File: src/rtl/psk_demod.sv
// Coherent BPSK/QPSK demodulator: carrier mix, 16-sample integrate-and-dump,
// hard-decision slicer and a single-entry AXIS output register.
module psk_demod #(
    parameter int WIDTH = 12,
    parameter int BYTES = 1
) (
    input  logic                    clk_16M384,
    input  logic                    rst_16M384,
    input  logic signed [WIDTH-1:0] in_I,
    input  logic signed [WIDTH-1:0] in_Q,
    input  logic                    in_vld,
    input  logic                    in_last,
    input  logic                    in_is_bpsk,
    input  logic signed [WIDTH-1:0] carrier_I,
    input  logic signed [WIDTH-1:0] carrier_Q,
    input  logic [3:0]              DELAY_CNT,
    output logic [BYTES*8-1:0]      out_tdata,
    output logic                    out_tvalid,
    input  logic                    out_tready,
    output logic                    out_tlast,
    output logic                    out_tuser,
    output logic                    overflow
);
    localparam int XW = 2 * WIDTH;
    localparam int PW = 2 * WIDTH + 1;
    localparam int AW = 2 * WIDTH + 5;
    localparam int DW = 2 * WIDTH + 6;
    localparam int TW = BYTES * 8;

    logic [3:0]        cnt_q, cnt_d;

    logic signed [XW-1:0] in_i_x, in_q_x, car_i_x, car_q_x;
    logic signed [XW-1:0] p_ii, p_qq, p_qi, p_iq;
    logic [PW-1:0]     prod_d [2];
    logic [PW-1:0]     prod_q [2];
    logic              start_d, start_q, vld_d, vld_q;
    logic              last_d, last_q, bpsk_d, bpsk_q;

    logic [AW-1:0]     add_x [2];
    logic [AW-1:0]     acc_d [2];
    logic [AW-1:0]     acc_q [2];
    logic [4:0]        scnt_d, scnt_q;
    logic              all_vld_d, all_vld_q, any_last_d, any_last_q;
    logic              win_bpsk_d, win_bpsk_q;

    logic [AW-1:0]     cl_d [2];
    logic [AW-1:0]     cl_q [2];
    logic              close_d, close_q, cl_last_d, cl_last_q, cl_bpsk_d, cl_bpsk_q;

    logic [DW-1:0]     sum_a, dif_b;
    logic              neg_a, neg_b;
    logic [1:0]        sym;

    logic              accept;
    logic              out_vld_d, out_vld_q, out_last_d, out_last_q;
    logic              out_user_d, out_user_q, ovf_d, ovf_q;
    logic [TW-1:0]     out_data_d, out_data_q;

    assign in_i_x  = {{WIDTH{in_I[WIDTH-1]}}, in_I};
    assign in_q_x  = {{WIDTH{in_Q[WIDTH-1]}}, in_Q};
    assign car_i_x = {{WIDTH{carrier_I[WIDTH-1]}}, carrier_I};
    assign car_q_x = {{WIDTH{carrier_Q[WIDTH-1]}}, carrier_Q};
    assign p_ii    = in_i_x * car_i_x;
    assign p_qq    = in_q_x * car_q_x;
    assign p_qi    = in_q_x * car_i_x;
    assign p_iq    = in_i_x * car_q_x;

    // Stage 1: complex multiply by the conjugate carrier, flags ride along.
    always_comb begin
        cnt_d     = cnt_q + 4'd1;
        prod_d[0] = {p_ii[XW-1], p_ii} + {p_qq[XW-1], p_qq};
        prod_d[1] = {p_qi[XW-1], p_qi} - {p_iq[XW-1], p_iq};
        start_d   = (cnt_q == DELAY_CNT);
        vld_d     = in_vld;
        last_d    = in_last;
        bpsk_d    = in_is_bpsk;
    end

    genvar gi;
    generate
        for (gi = 0; gi < 2; gi++) begin : g_lane
            assign add_x[gi] = {{(AW - PW){prod_q[gi][PW-1]}}, prod_q[gi]};
        end
    endgenerate

    // Stage 2: a start-flagged product closes the old window and seeds the new one.
    always_comb begin
        close_d   = 1'b0;
        cl_last_d = cl_last_q;
        cl_bpsk_d = cl_bpsk_q;
        for (int i = 0; i < 2; i++) begin
            cl_d[i]  = cl_q[i];
            acc_d[i] = acc_q[i] + add_x[i];
        end
        scnt_d     = (scnt_q == 5'd31) ? scnt_q : scnt_q + 5'd1;
        all_vld_d  = all_vld_q & vld_q;
        any_last_d = any_last_q | last_q;
        win_bpsk_d = win_bpsk_q;
        if (start_q) begin
            close_d   = (scnt_q == 5'd16) && all_vld_q;
            cl_last_d = any_last_q;
            cl_bpsk_d = win_bpsk_q;
            for (int i = 0; i < 2; i++) begin
                cl_d[i]  = acc_q[i];
                acc_d[i] = add_x[i];
            end
            scnt_d     = 5'd1;
            all_vld_d  = vld_q;
            any_last_d = last_q;
            win_bpsk_d = bpsk_q;
        end
    end

    assign sum_a = {cl_q[0][AW-1], cl_q[0]} + {cl_q[1][AW-1], cl_q[1]};
    assign dif_b = {cl_q[0][AW-1], cl_q[0]} - {cl_q[1][AW-1], cl_q[1]};
    assign neg_a = 1'(sum_a >> (DW - 1));
    assign neg_b = 1'(dif_b >> (DW - 1));
    assign sym   = cl_bpsk_q ? {~cl_q[0][AW-1], 1'b0} : {neg_a, neg_b};

    // Output register: a decision arriving while full and not drained is dropped.
    always_comb begin
        accept     = out_vld_q & out_tready;
        out_vld_d  = out_vld_q;
        out_data_d = out_data_q;
        out_last_d = out_last_q;
        out_user_d = out_user_q;
        ovf_d      = ovf_q;
        if (close_q) begin
            if (!out_vld_q || accept) begin
                out_vld_d  = 1'b1;
                out_data_d = {{(TW - 2){1'b0}}, sym};
                out_last_d = cl_last_q;
                out_user_d = cl_bpsk_q;
            end else begin
                ovf_d = 1'b1;
            end
        end else if (accept) begin
            out_vld_d = 1'b0;
        end
    end

    always_ff @(posedge clk_16M384) begin
        if (rst_16M384) begin
            cnt_q      <= '0;
            start_q    <= 1'b0;
            vld_q      <= 1'b0;
            last_q     <= 1'b0;
            bpsk_q     <= 1'b0;
            scnt_q     <= '0;
            all_vld_q  <= 1'b0;
            any_last_q <= 1'b0;
            win_bpsk_q <= 1'b0;
            close_q    <= 1'b0;
            cl_last_q  <= 1'b0;
            cl_bpsk_q  <= 1'b0;
            for (int i = 0; i < 2; i++) begin
                prod_q[i] <= '0;
                acc_q[i]  <= '0;
                cl_q[i]   <= '0;
            end
            out_vld_q  <= 1'b0;
            out_data_q <= '0;
            out_last_q <= 1'b0;
            out_user_q <= 1'b0;
            ovf_q      <= 1'b0;
        end else begin
            cnt_q      <= cnt_d;
            start_q    <= start_d;
            vld_q      <= vld_d;
            last_q     <= last_d;
            bpsk_q     <= bpsk_d;
            scnt_q     <= scnt_d;
            all_vld_q  <= all_vld_d;
            any_last_q <= any_last_d;
            win_bpsk_q <= win_bpsk_d;
            close_q    <= close_d;
            cl_last_q  <= cl_last_d;
            cl_bpsk_q  <= cl_bpsk_d;
            for (int i = 0; i < 2; i++) begin
                prod_q[i] <= prod_d[i];
                acc_q[i]  <= acc_d[i];
                cl_q[i]   <= cl_d[i];
            end
            out_vld_q  <= out_vld_d;
            out_data_q <= out_data_d;
            out_last_q <= out_last_d;
            out_user_q <= out_user_d;
            ovf_q      <= ovf_d;
        end
    end

    assign out_tdata  = out_data_q;
    assign out_tvalid = out_vld_q;
    assign out_tlast  = out_last_q;
    assign out_tuser  = out_user_q;
    assign overflow   = ovf_q;

endmodule

File: config.mk
export PLATFORM = sky130hd
export DESIGN_NAME = psk_demod
export DESIGN_NICKNAME = d
export VERILOG_FILES = /design/src/rtl/psk_demod.sv
export SDC_FILE = /design/constraint.sdc
export NUM_CORES = 2
export LEC_CHECK = 0
export BUFFER_PORTS_ARGS = -buffer_cell sky130_fd_sc_hd__buf_4
export CORE_MARGIN = 3
export CORE_UTILIZATION = 34
export CTS_CLUSTER_DIAMETER = 100
export CTS_CLUSTER_SIZE = 28
export DETAILED_ROUTE_END_ITERATION = 10
export GPL_TIMING_DRIVEN = 0
export SLEW_MARGIN = 5
export SYNTH_ARGS = -nofsm -noshare
export SYNTH_HDL_FRONTEND = slang
export SYNTH_SLANG_ARGS = --single-unit
File: constraint.sdc
create_clock -name clk_16M384 -period 19.6 [get_ports clk_16M384]
set_clock_uncertainty 0.1 [all_clocks]
set_input_delay 0.98 -clock clk_16M384 [delete_from_list [all_inputs] [get_ports clk_16M384]]
set_output_delay 0.98 -clock clk_16M384 [all_outputs]
set_load 0.05 [all_outputs]
==> run summary <==
Status - finished, final reports clean
Max-Cap Viols - 0
Die H - 319 microns
Hold Crit Depth - 2
Largest net degree at the start of global routing - 20
R2R depth - 11
DP HPWL - 80.6 mm
Area Growth Syn to Fin - 8.02%
Initial antenna violation count - 5
Die Area - 0.102 sq mm
Vias in the first global route - 25400
Die Wd - 319 microns
Final setup vio count - 0
Largest cells by area after synthesis - fa_1, ha_1, dfxtp_1, inv_1, and2_1
PortBufs - 63
Top-count cell post-synth - inv_1
Ys flop type - dfxtp_1
RSZ-0062 raised after global routing - no
Post-synth EDFFs - 0
Grt total ovfl - 0
# clock sinks - 191
Synth cell count leaders - inv_1, fa_1, nand2_1
Final #Nets - 4746
Post-synth top area cell - fa_1
Fin crit period - 8280 ps
Post-Synthesis Cells - 3642
Starting Density - 34.4%
PnR worst setup slack - 11320 ps
Via count - 24700
DR pass1 iterations - 5
H-tree depth - 4
Clock tree buffer depth - 2
Core area - 0.0969 sq mm
Post-Syn Area - 0.0333 sq mm
Final setup TNS - 0 ps
Yosys cell types - 76
Hold/Removal Path Class - flop to flop
Initial DRC Count - 1929
Post-CTS setup buffers - 0
CP Class - input pin to flop
Dpl cells - 4986
YS warnings - 0
Yosys reg bits - 191
Final Cycle Share - 42.2%
Smallest hold slack - 360 ps
Clk slew on worst S/H paths - 70 ps
Final WL - 97.0 mm
Dpl ws - 10940 ps
CTS tree - done
Measured slew at the worst slew-check pin - 1310 ps
Worst-Skew Late Latency - 460 ps
Via/cell ratio - 4.92
Crit end category - flop
Sequential area share after synthesis - 11.5%
Worst EP required - 19770 ps
Row Count - 114
Synth top area share - 39.2%
Synth async-reset ratio - 0%
WP data arrival - 8440 ps
Syn_area_per_cell - 9.15 sq um
Critical Path Start Type - input pin
Final Max Slew Viols - 0
First-pass GRT wire length - 150 mm
CTS Buf Count - 17
Wirelength per Cell - 19.3 microns
GP Congestion - 0.947
Slew HR - 12.7%
Total GRT Usage - 19.5%
Fmax - 121 MHz
CP max FO - 10
Io pins - 70
# hold bufs at CTS - 0
Final Hold Fails - 0
Layout cell share with drive strength beyond 1 - 3.15%
Final ANT Viol Nets - 0
Post-CTS Resized - 0
Layout Cells excl Fill - 5021
DRC Markers - 0
Clk root buf - clkbuf_16
## flip-flops by register name, indices dropped and copies added, names as in the netlist
name	count
any_last_q	1
out_tuser	1
scnt_q	5
close_q	1
overflow	1
prod_q	50
last_q	1
cl_bpsk_q	1
acc_q	58
all_vld_q	1
out_tvalid	1
cl_q	58
win_bpsk_q	1
out_tlast	1
bpsk_q	1
cl_last_q	1
out_tdata	2
cnt_q	4
vld_q	1
start_q	1
## critical path, stage by stage
cell and delay, ps:
buf_4 110, clkbuf_1 650, nand2_1 470, inv_1 440, fa_1 510, fa_1 550, inv_1 50, fa_1 480
fa_1 610, fa_1 460, fa_1 490, inv_1 50, fa_1 520, inv_1 60, ha_1 340, a21o_1 180
a21o_1 160, a221o_1 410, a21o_1 240, nor3_1 650
## stage by stage
step	utilization [%]	cell area, sq um
6_report	37.2	36000
5_1_grt	37.1	36000
4_1_cts	37.1	36000
3_5_place_dp	36.5	35400
3_3_place_gp	36.5	35400
2_1_floorplan	-	33300
## metal layers
layer / part of all wire (%) / routed length [microns] / vias up / global-route usage [%]
li1: - / - / 11300 / -
met1: 43 / 41600 / 12400 / 26.4
met2: 44 / 42700 / 921 / 30.5
met3: 9.0 / 8740 / 166 / 4.54
met4: 4.1 / 3950 / 0 / 7.18
met5: 0 / 0 / - / 0
## area by class of cell
cell class | instances | area, sq um
tap | 1276 | 1600
inverter | 783 | 2940
timing repair buffer | 63 | 473
clock inverter | 15 | 151
fill | 9883 | 60900
sequential | 191 | 3820
buffer | 143 | 559
clock buffer | 17 | 425
antenna | 3 | 7.51
multi-input combinational | 2530 | 26000
## kinds of logic (layout without fill, tap and decap cells)
group,Yosys count,count (layout),share of synthesized area [%]
and+or+nand+nor,1007,1007,14.7
muxes,75,75,2.27
adders and majority gates,959,959,50.7
xor gates and xnor gates,111,111,2.92
AOI/OAI and AO/OA,372,372,7.40
DFF,191,191,11.5
other,1,9,0.0113
buffers and inverters,926,1021,10.5
## path summary, 6_finish.rpt
path	start	endpoint	slack, ps
worst max-delay path	in_I[11]	prod_q[0][45]$_SDFF_PP0_	11320
worst min-delay path	last_q$_SDFF_PP0_	any_last_q$_SDFF_PP0_	360
worst max register to register	acc_q[0][0]$_SDFF_PP0_	acc_q[0][28]$_SDFF_PP0_	16070
worst min register to register	last_q$_SDFF_PP0_	any_last_q$_SDFF_PP0_	360
## layout by cell type (no fill, tap or decap), drive strengths merged, types with 9 or more instances in the layout
cell type,count
o211ai,12
fa,653
a21oi,109
ha,306
o21ai,74
clkinv,11
and2,283
o21a,19
a211oi,24
nor3,21
a31oi,9
nand2,336
nor2b,28
o21bai,14
nand3,23
mux2i,72
dfxtp,191
clkbuf,143
xnor2,73
buf,80
nand2b,32
nor2,226
a21o,46
xor2,38
inv,786
nand4,11
Power is left out: the tool's default activity adds up to more than one toggle a clock period on the data nets, which glitch-free logic cannot reach.
